$ cat src/rtl/serial_byte_assembler.sv
// serial_byte_assembler
// Collects a serial bit stream into WIDTH-bit words and presents each word
// on a single-entry valid/ready output buffer. A sticky overflow flag marks
// any completed word that had to be dropped because the buffer was full.
//
// state          | meaning
// ---------------+-----------------------------------------------
// COLLECT_EMPTY  | output buffer empty, collecting bits
// COLLECT_FULL   | output buffer holds an unconsumed word
module serial_byte_assembler #(
    parameter int WIDTH     = 8,
    parameter bit MSB_FIRST = 1'b0
) (
    input  logic                     clk,
    input  logic                     reset,
    input  logic                     bit_valid,
    input  logic                     bit_in,
    input  logic                     clear,
    input  logic                     out_ready,
    output logic [WIDTH-1:0]         out_data,
    output logic                     out_valid,
    output logic                     overflow,
    output logic [$clog2(WIDTH)-1:0] bit_count
);

    localparam int CW = $clog2(WIDTH);

    typedef enum logic {
        COLLECT_EMPTY = 1'b0,
        COLLECT_FULL  = 1'b1
    } state_t;

    state_t           state_q, state_d;
    logic [WIDTH-1:0] shreg_q, shreg_d;
    logic [CW-1:0]    cnt_q, cnt_d;
    logic [WIDTH-1:0] data_q, data_d;
    logic             ovf_q, ovf_d;

    logic [WIDTH-1:0] shifted;
    logic             accept;
    logic             last_bit;
    logic             complete;

    // Next-state logic: shift/count, buffer load, handshake and overflow
    always_comb begin
        state_d = state_q;
        shreg_d = shreg_q;
        cnt_d   = cnt_q;
        data_d  = data_q;
        ovf_d   = ovf_q;

        if (MSB_FIRST) begin
            shifted = {shreg_q[WIDTH-2:0], bit_in};
        end else begin
            shifted = {bit_in, shreg_q[WIDTH-1:1]};
        end

        // clear wins over a bit presented in the same cycle
        accept   = bit_valid && !clear;
        last_bit = (cnt_q == CW'(WIDTH - 1));
        complete = accept && last_bit;

        if (clear) begin
            shreg_d = '0;
            cnt_d   = '0;
            ovf_d   = 1'b0;
        end else if (accept) begin
            shreg_d = shifted;
            cnt_d   = last_bit ? '0 : cnt_q + 1'b1;
        end

        unique case (state_q)
            COLLECT_EMPTY: begin
                if (complete) begin
                    data_d  = shifted;
                    state_d = COLLECT_FULL;
                end
            end
            COLLECT_FULL: begin
                if (complete) begin
                    // a transfer in the same cycle frees the slot for the new word
                    if (out_ready) begin
                        data_d = shifted;
                    end else begin
                        ovf_d = 1'b1;
                    end
                end else if (out_ready) begin
                    state_d = COLLECT_EMPTY;
                end
            end
            default: state_d = COLLECT_EMPTY;
        endcase
    end

    // State register with synchronous reset
    always_ff @(posedge clk) begin
        if (reset) begin
            state_q <= COLLECT_EMPTY;
            shreg_q <= '0;
            cnt_q   <= '0;
            data_q  <= '0;
            ovf_q   <= 1'b0;
        end else begin
            state_q <= state_d;
            shreg_q <= shreg_d;
            cnt_q   <= cnt_d;
            data_q  <= data_d;
            ovf_q   <= ovf_d;
        end
    end

    assign out_data  = data_q;
    assign out_valid = (state_q == COLLECT_FULL);
    assign overflow  = ovf_q;
    assign bit_count = cnt_q;

endmodule

$ cat config.mk
export PLATFORM = sky130hd
export DESIGN_NAME = serial_byte_assembler
export DESIGN_NICKNAME = d
export VERILOG_FILES = /design/src/rtl/serial_byte_assembler.sv
export SDC_FILE = /design/constraint.sdc
export NUM_CORES = 1
export LEC_CHECK = 0
export CORE_ASPECT_RATIO = 1.2
export CORE_MARGIN = 2
export CORE_UTILIZATION = 41
export CTS_BUF_LIST = sky130_fd_sc_hd__clkbuf_2 sky130_fd_sc_hd__clkbuf_4 sky130_fd_sc_hd__clkbuf_8
export CTS_CLUSTER_DIAMETER = 200
export DETAILED_ROUTE_END_ITERATION = 10
export PLACE_DENSITY = 0.76
export SETUP_SLACK_MARGIN = 0.1
export SLEW_MARGIN = 20
export SYNTH_ARGS = -nofsm -noshare
export SYNTH_HDL_FRONTEND = slang
export SYNTH_SLANG_ARGS = --single-unit
$ cat constraint.sdc
create_clock -name clk -period 1.27 [get_ports clk]
set_input_delay 0.254 -clock clk [delete_from_list [all_inputs] [get_ports clk]]
set_output_delay 0.254 -clock clk [all_outputs]
set_load 0.1 [all_outputs]
# ---- After elaboration in Yosys (flattened, before gate mapping)
# Cells that the tools add are included.
dict set report classes {
  n_addsub 1
  eq_ne 4
  mux 13
  n_bitwise 1
  n_reduce_logical 5
}
# op n
set ops {}
lappend ops {{two-way mux 8 bit} 3}
lappend ops {{one-hot mux 8 bit (2 select lines)} 1}
lappend ops {{two-way mux 1 bit} 7}
lappend ops {{!= test 2 bit, second input constant} 2}
lappend ops {{adder 3 x 1 -> 3 bit, second input constant} 1}
lappend ops {{equality test 3 bit, second input constant} 1}
lappend ops {{two-way mux 3 bit} 1}
lappend ops {{AND reduction 3 bit} 1}
lappend ops {{logical AND 1 bit} 2}
lappend ops {{!= test 2 x 1 -> 1 bit, second input constant} 1}
lappend ops {{one-hot mux 1 bit (2 select lines)} 1}
lappend ops {{OR reduction 2 bit} 1}
lappend ops {{zero test 1 bit} 1}
lappend ops {{inverter 1 bit} 1}
dict set report word_totals {
  register_bits 21
  in_bits 6
  out_inout_bits 13
}

# ---- Logic depth before layout (Yosys ltp)
dict set report logic_depth {
  word_depth 5
  ltp_mapped 5
}

# ---- Least setup slack after synthesis
# Ideal clock, no wire load.
dict set report synth_path {
  kind {reg2reg}
  start {register cnt_q[0], in the netlist bit_count[0]}
  end {register data_q[0], in the netlist out_data[0]}
  t_arrival_ns 2.055
  t_required_ns 1.198
  slack_ns -0.857
  path_stages_with_launch 6
  path_cell_list {dfxtp_1 > ha_1 > ha_1 > nand2_2 > nor3_4 > mux2i_1}
}
dict set report synth_via {
  elab_chain_len 4
}
# item line_no
set synth_rtl {}
lappend synth_rtl {{start: declaration} 35} ;# logic [CW-1:0] cnt_q, cnt_d;
lappend synth_rtl {{start signal: assignment} 106} ;# cnt_q <= cnt_d;
lappend synth_rtl {{equality test 3 bit (*)} 60} ;# last_bit = (cnt_q == CW'(WIDTH - 1));
lappend synth_rtl {{logical AND 1 bit (*)} 61} ;# complete = accept && last_bit;
lappend synth_rtl {{!= test 2 bit (no line) / != test 2 x 1 -> 1 bit (equally long branches)} n/a}
lappend synth_rtl {{AND reduction 3 bit (no line) (*)} n/a}
lappend synth_rtl {{end signal: assignment} 107} ;# data_q <= data_d;
lappend synth_rtl {{end: declaration} 36} ;# logic [WIDTH-1:0] data_q, data_d;
# Mark *: on every way between the ends. The rest lies on a longest branch, timed or not.
# A chain may end at the register's enable or synchronous reset.

# ---- Final worst setup path
dict set report layout_path {
  start {register cnt_q[1], in the netlist bit_count[1]}
  end {register cnt_q[0], in the netlist bit_count[0]}
}
dict set report layout_via {
  elab_chain_len 2
}
# item line_no
set layout_rtl {}
lappend layout_rtl {{equality test 3 bit} 60}
lappend layout_rtl {{two-way mux 3 bit} 69} ;# cnt_d = last_bit ? '0 : cnt_q + 1'b1;
# Every way passes these cells.

==> flow_summary.json <==
{
  "drt_pre_antenna_iters": 4,
  "drt_iter0_drc": 8,
  "remaining_drc_errors": 0,
  "io_pins": 19,
  "drtAntennaViolNets": 0,
  "vdd_drop_max_v": 0.000737,
  "clkTransAtPathRegs_ps": 100,
  "drv_cap": 0,
  "final_cell_mix": "mux2i_1, nand2b_1, buf_12",
  "cts-root-buf": "clkbuf_4",
  "drive_gt1_share_pct": 39.0,
  "report.final.slew_viol_count": 0,
  "ys_seq_area_share_pct": 48.5,
  "ys_types": 13,
  "core-area_sq_mm": 0.00187,
  "start_kind": "flip-flop",
  "post-dp-hpwl_um": 1090,
  "finalCriticalPeriod_ps": 1260,
  "path_max_fanout": 2,
  "grt_use_total_pct": 14.6,
  "worstSetupPathType": "flip-flop to flip-flop",
  "cts_buffer_depth": 2,
  "fin_total_pwr_mw": 1.08,
  "clkLatencyLatePin_ps": 300,
  "outcome": "complete, no violations",
  "cts_buffers": 3,
  "wire_per_inst_um": 11.9,
  "min_path_type": "flip-flop to flip-flop",
  "tightest_slew_ps": 368,
  "fin_skew_ps": 1.95,
  "fp.dieH_um": 53.2,
  "n_fill_cell": 136,
  "h-tree-depth": 1,
  "die_x_um": 45.0,
  "rows": 17,
  "ys_seq_elements": 20,
  "yosysWarnings": 0,
  "synth_area_sq_um": 826,
  "grt_max_degree": 18,
  "avgSynthCellArea_sq_um": 10.6,
  "vias": 618,
  "hold_viol": 0,
  "p_leak_nw": 0.501,
  "arrival_ps": 1490,
  "grt_pass1_vias": 575,
  "start_util_pct": 44.1,
  "place_congestion": 0.658,
  "die_area_sq_mm": 0.00239,
  "cts.sinks": 20,
  "worst_slack_ps": 8.89,
  "final_common_cell": "mux2i_1",
  "final-seq-area_sq_um": 422,
  "endpoint_kind": "flip-flop",
  "slew_headroom_pct": 75.5,
  "dpl_worst_slack_ps": -229,
  "ctsHoldBuffers": 0,
  "power_per_cell_area_mw_per_mm2": 814,
  "grt_pass1_wl_um": 2400,
  "layout.nets": 114,
  "numPortBuffers": 18,
  "drt-total-wl_um": 1470,
  "fmaxAchievable_ghz": 0.793,
  "multi_input_area_sq_um": 460,
  "grt-ovfl-total": 0,
  "finalCritPeriodShare_pct": 99.3,
  "antenna_cells": 0,
  "rsz0062_at_grt": "yes",
  "antenna_found_initial": 0,
  "cts_tree": "yes",
  "worst_ep_required_time_ps": 1500,
  "synthCells": 78,
  "syn_nets": 86,
  "post_drt_via_cell_ratio": 4.98,
  "synthToLayoutAreaGrowth_pct": 60.9,
  "setup_viol": 0
}
==> synthesized netlist by cell type <==
master,n,area share [%]
dfxtp_1,20,48
mux2i_1,18,22
nand2b_1,16,12
nor2_1,13,5.9
clkbuf_1,2,0.91
ha_1,2,3.0
a31oi_1,1,0.76
buf_2,1,0.61
nand2_2,1,0.76
nor2b_4,1,1.7
nor3_4,1,2.0
o21ba_1,1,1.2
or2_1,1,0.76
==> critical path: stages (launching register included) <==
cell     delay (ps)
dfxtp_4         360
ha_4            160
ha_4            160
buf_4           130
buf_6           110
nor2_2           90
mux2i_1          70
nor2_1          110
==> power breakdown <==
group          switching (mW)  internal, mW  leakage, nW  total (mW)
registers             0.00307         0.623        0.167       0.626
clock network           0.184         0.175       0.0210       0.359
logic                  0.0486        0.0472        0.313      0.0958
total                   0.236         0.845        0.501        1.08
==> state kept, by name, indices dropped and copies added, names as in the netlist <==
| register | count |
|---|---|
| bit_count | 3 |
| overflow | 1 |
| shreg_q | 7 |
| out_data | 8 |
| out_valid | 1 |
==> routing by layer <==
| layer | vias to the layer above | part of all wire (%) | GRT usage (%) |
|---|---|---|---|
| met5 | - | 0 | 0 |
| met4 | 0 | 3.6 | 13.2 |
| met3 | 6 | 3.9 | 2.39 |
| met2 | 16 | 50 | 24.0 |
| met1 | 283 | 42 | 15.4 |
| li1 | 313 | - | - |
==> cell families (layout without fill, tap and decap cells) <==
| family | after synthesis | count (layout) | share of synthesized area [%] |
|---|---|---|---|
| and+or+nand+nor | 33 | 33 | 23.2 |
| DFF | 20 | 20 | 48.5 |
| muxes | 18 | 18 | 21.8 |
| buffers and inverters | 3 | 30 | 1.51 |
| adders and majority gates | 2 | 2 | 3.03 |
| AOI/OAI and AO/OA | 2 | 2 | 1.97 |
==> what timing repair did <==
item,CTS,global route
setup buffers,0,1
resized for setup,0,7
pin swaps,1,2
endpoints found under the hold margin,0,0
endpoints found under the setup margin,10,17
==> worst paths after layout <==
| kind | to | slack, ps | startpoint | cells past startpoint |
|---|---|---|---|---|
| max | bit_count[0] | 9 | bit_count[1] | 7 |
| min | out_data[0] | 490 | shreg_q[1] | 2 |
| max reg2reg | bit_count[0] | 9 | bit_count[1] | 7 |
| min reg2reg | out_data[0] | 490 | shreg_q[1] | 2 |
==> through the flow <==
step,util [%],std cells,cell area (sq um),setup TNS [ps],hold slack [ps]
4_1_cts,69.2,123,1290,0,496
5_1_grt,71.0,124,1330,-232,518
2_1_floorplan,-,78,872,-2530,401
3_3_place_gp,67.2,119,1260,-2820,473
3_5_place_dp,67.2,119,1260,-3210,483
6_report,71.0,124,1330,0,487
==> cell type report <==
| cell class | instances | area share (%) |
|---|---|---|
| Sequential cell | 20 | 31.7 |
| Clock buffer | 4 | 2.73 |
| Multi-Input combinational cell | 55 | 34.7 |
| Tap cell | 19 | 1.79 |
| Timing Repair Buffer | 26 | 29.1 |
(Power assumes the default switching activity.)
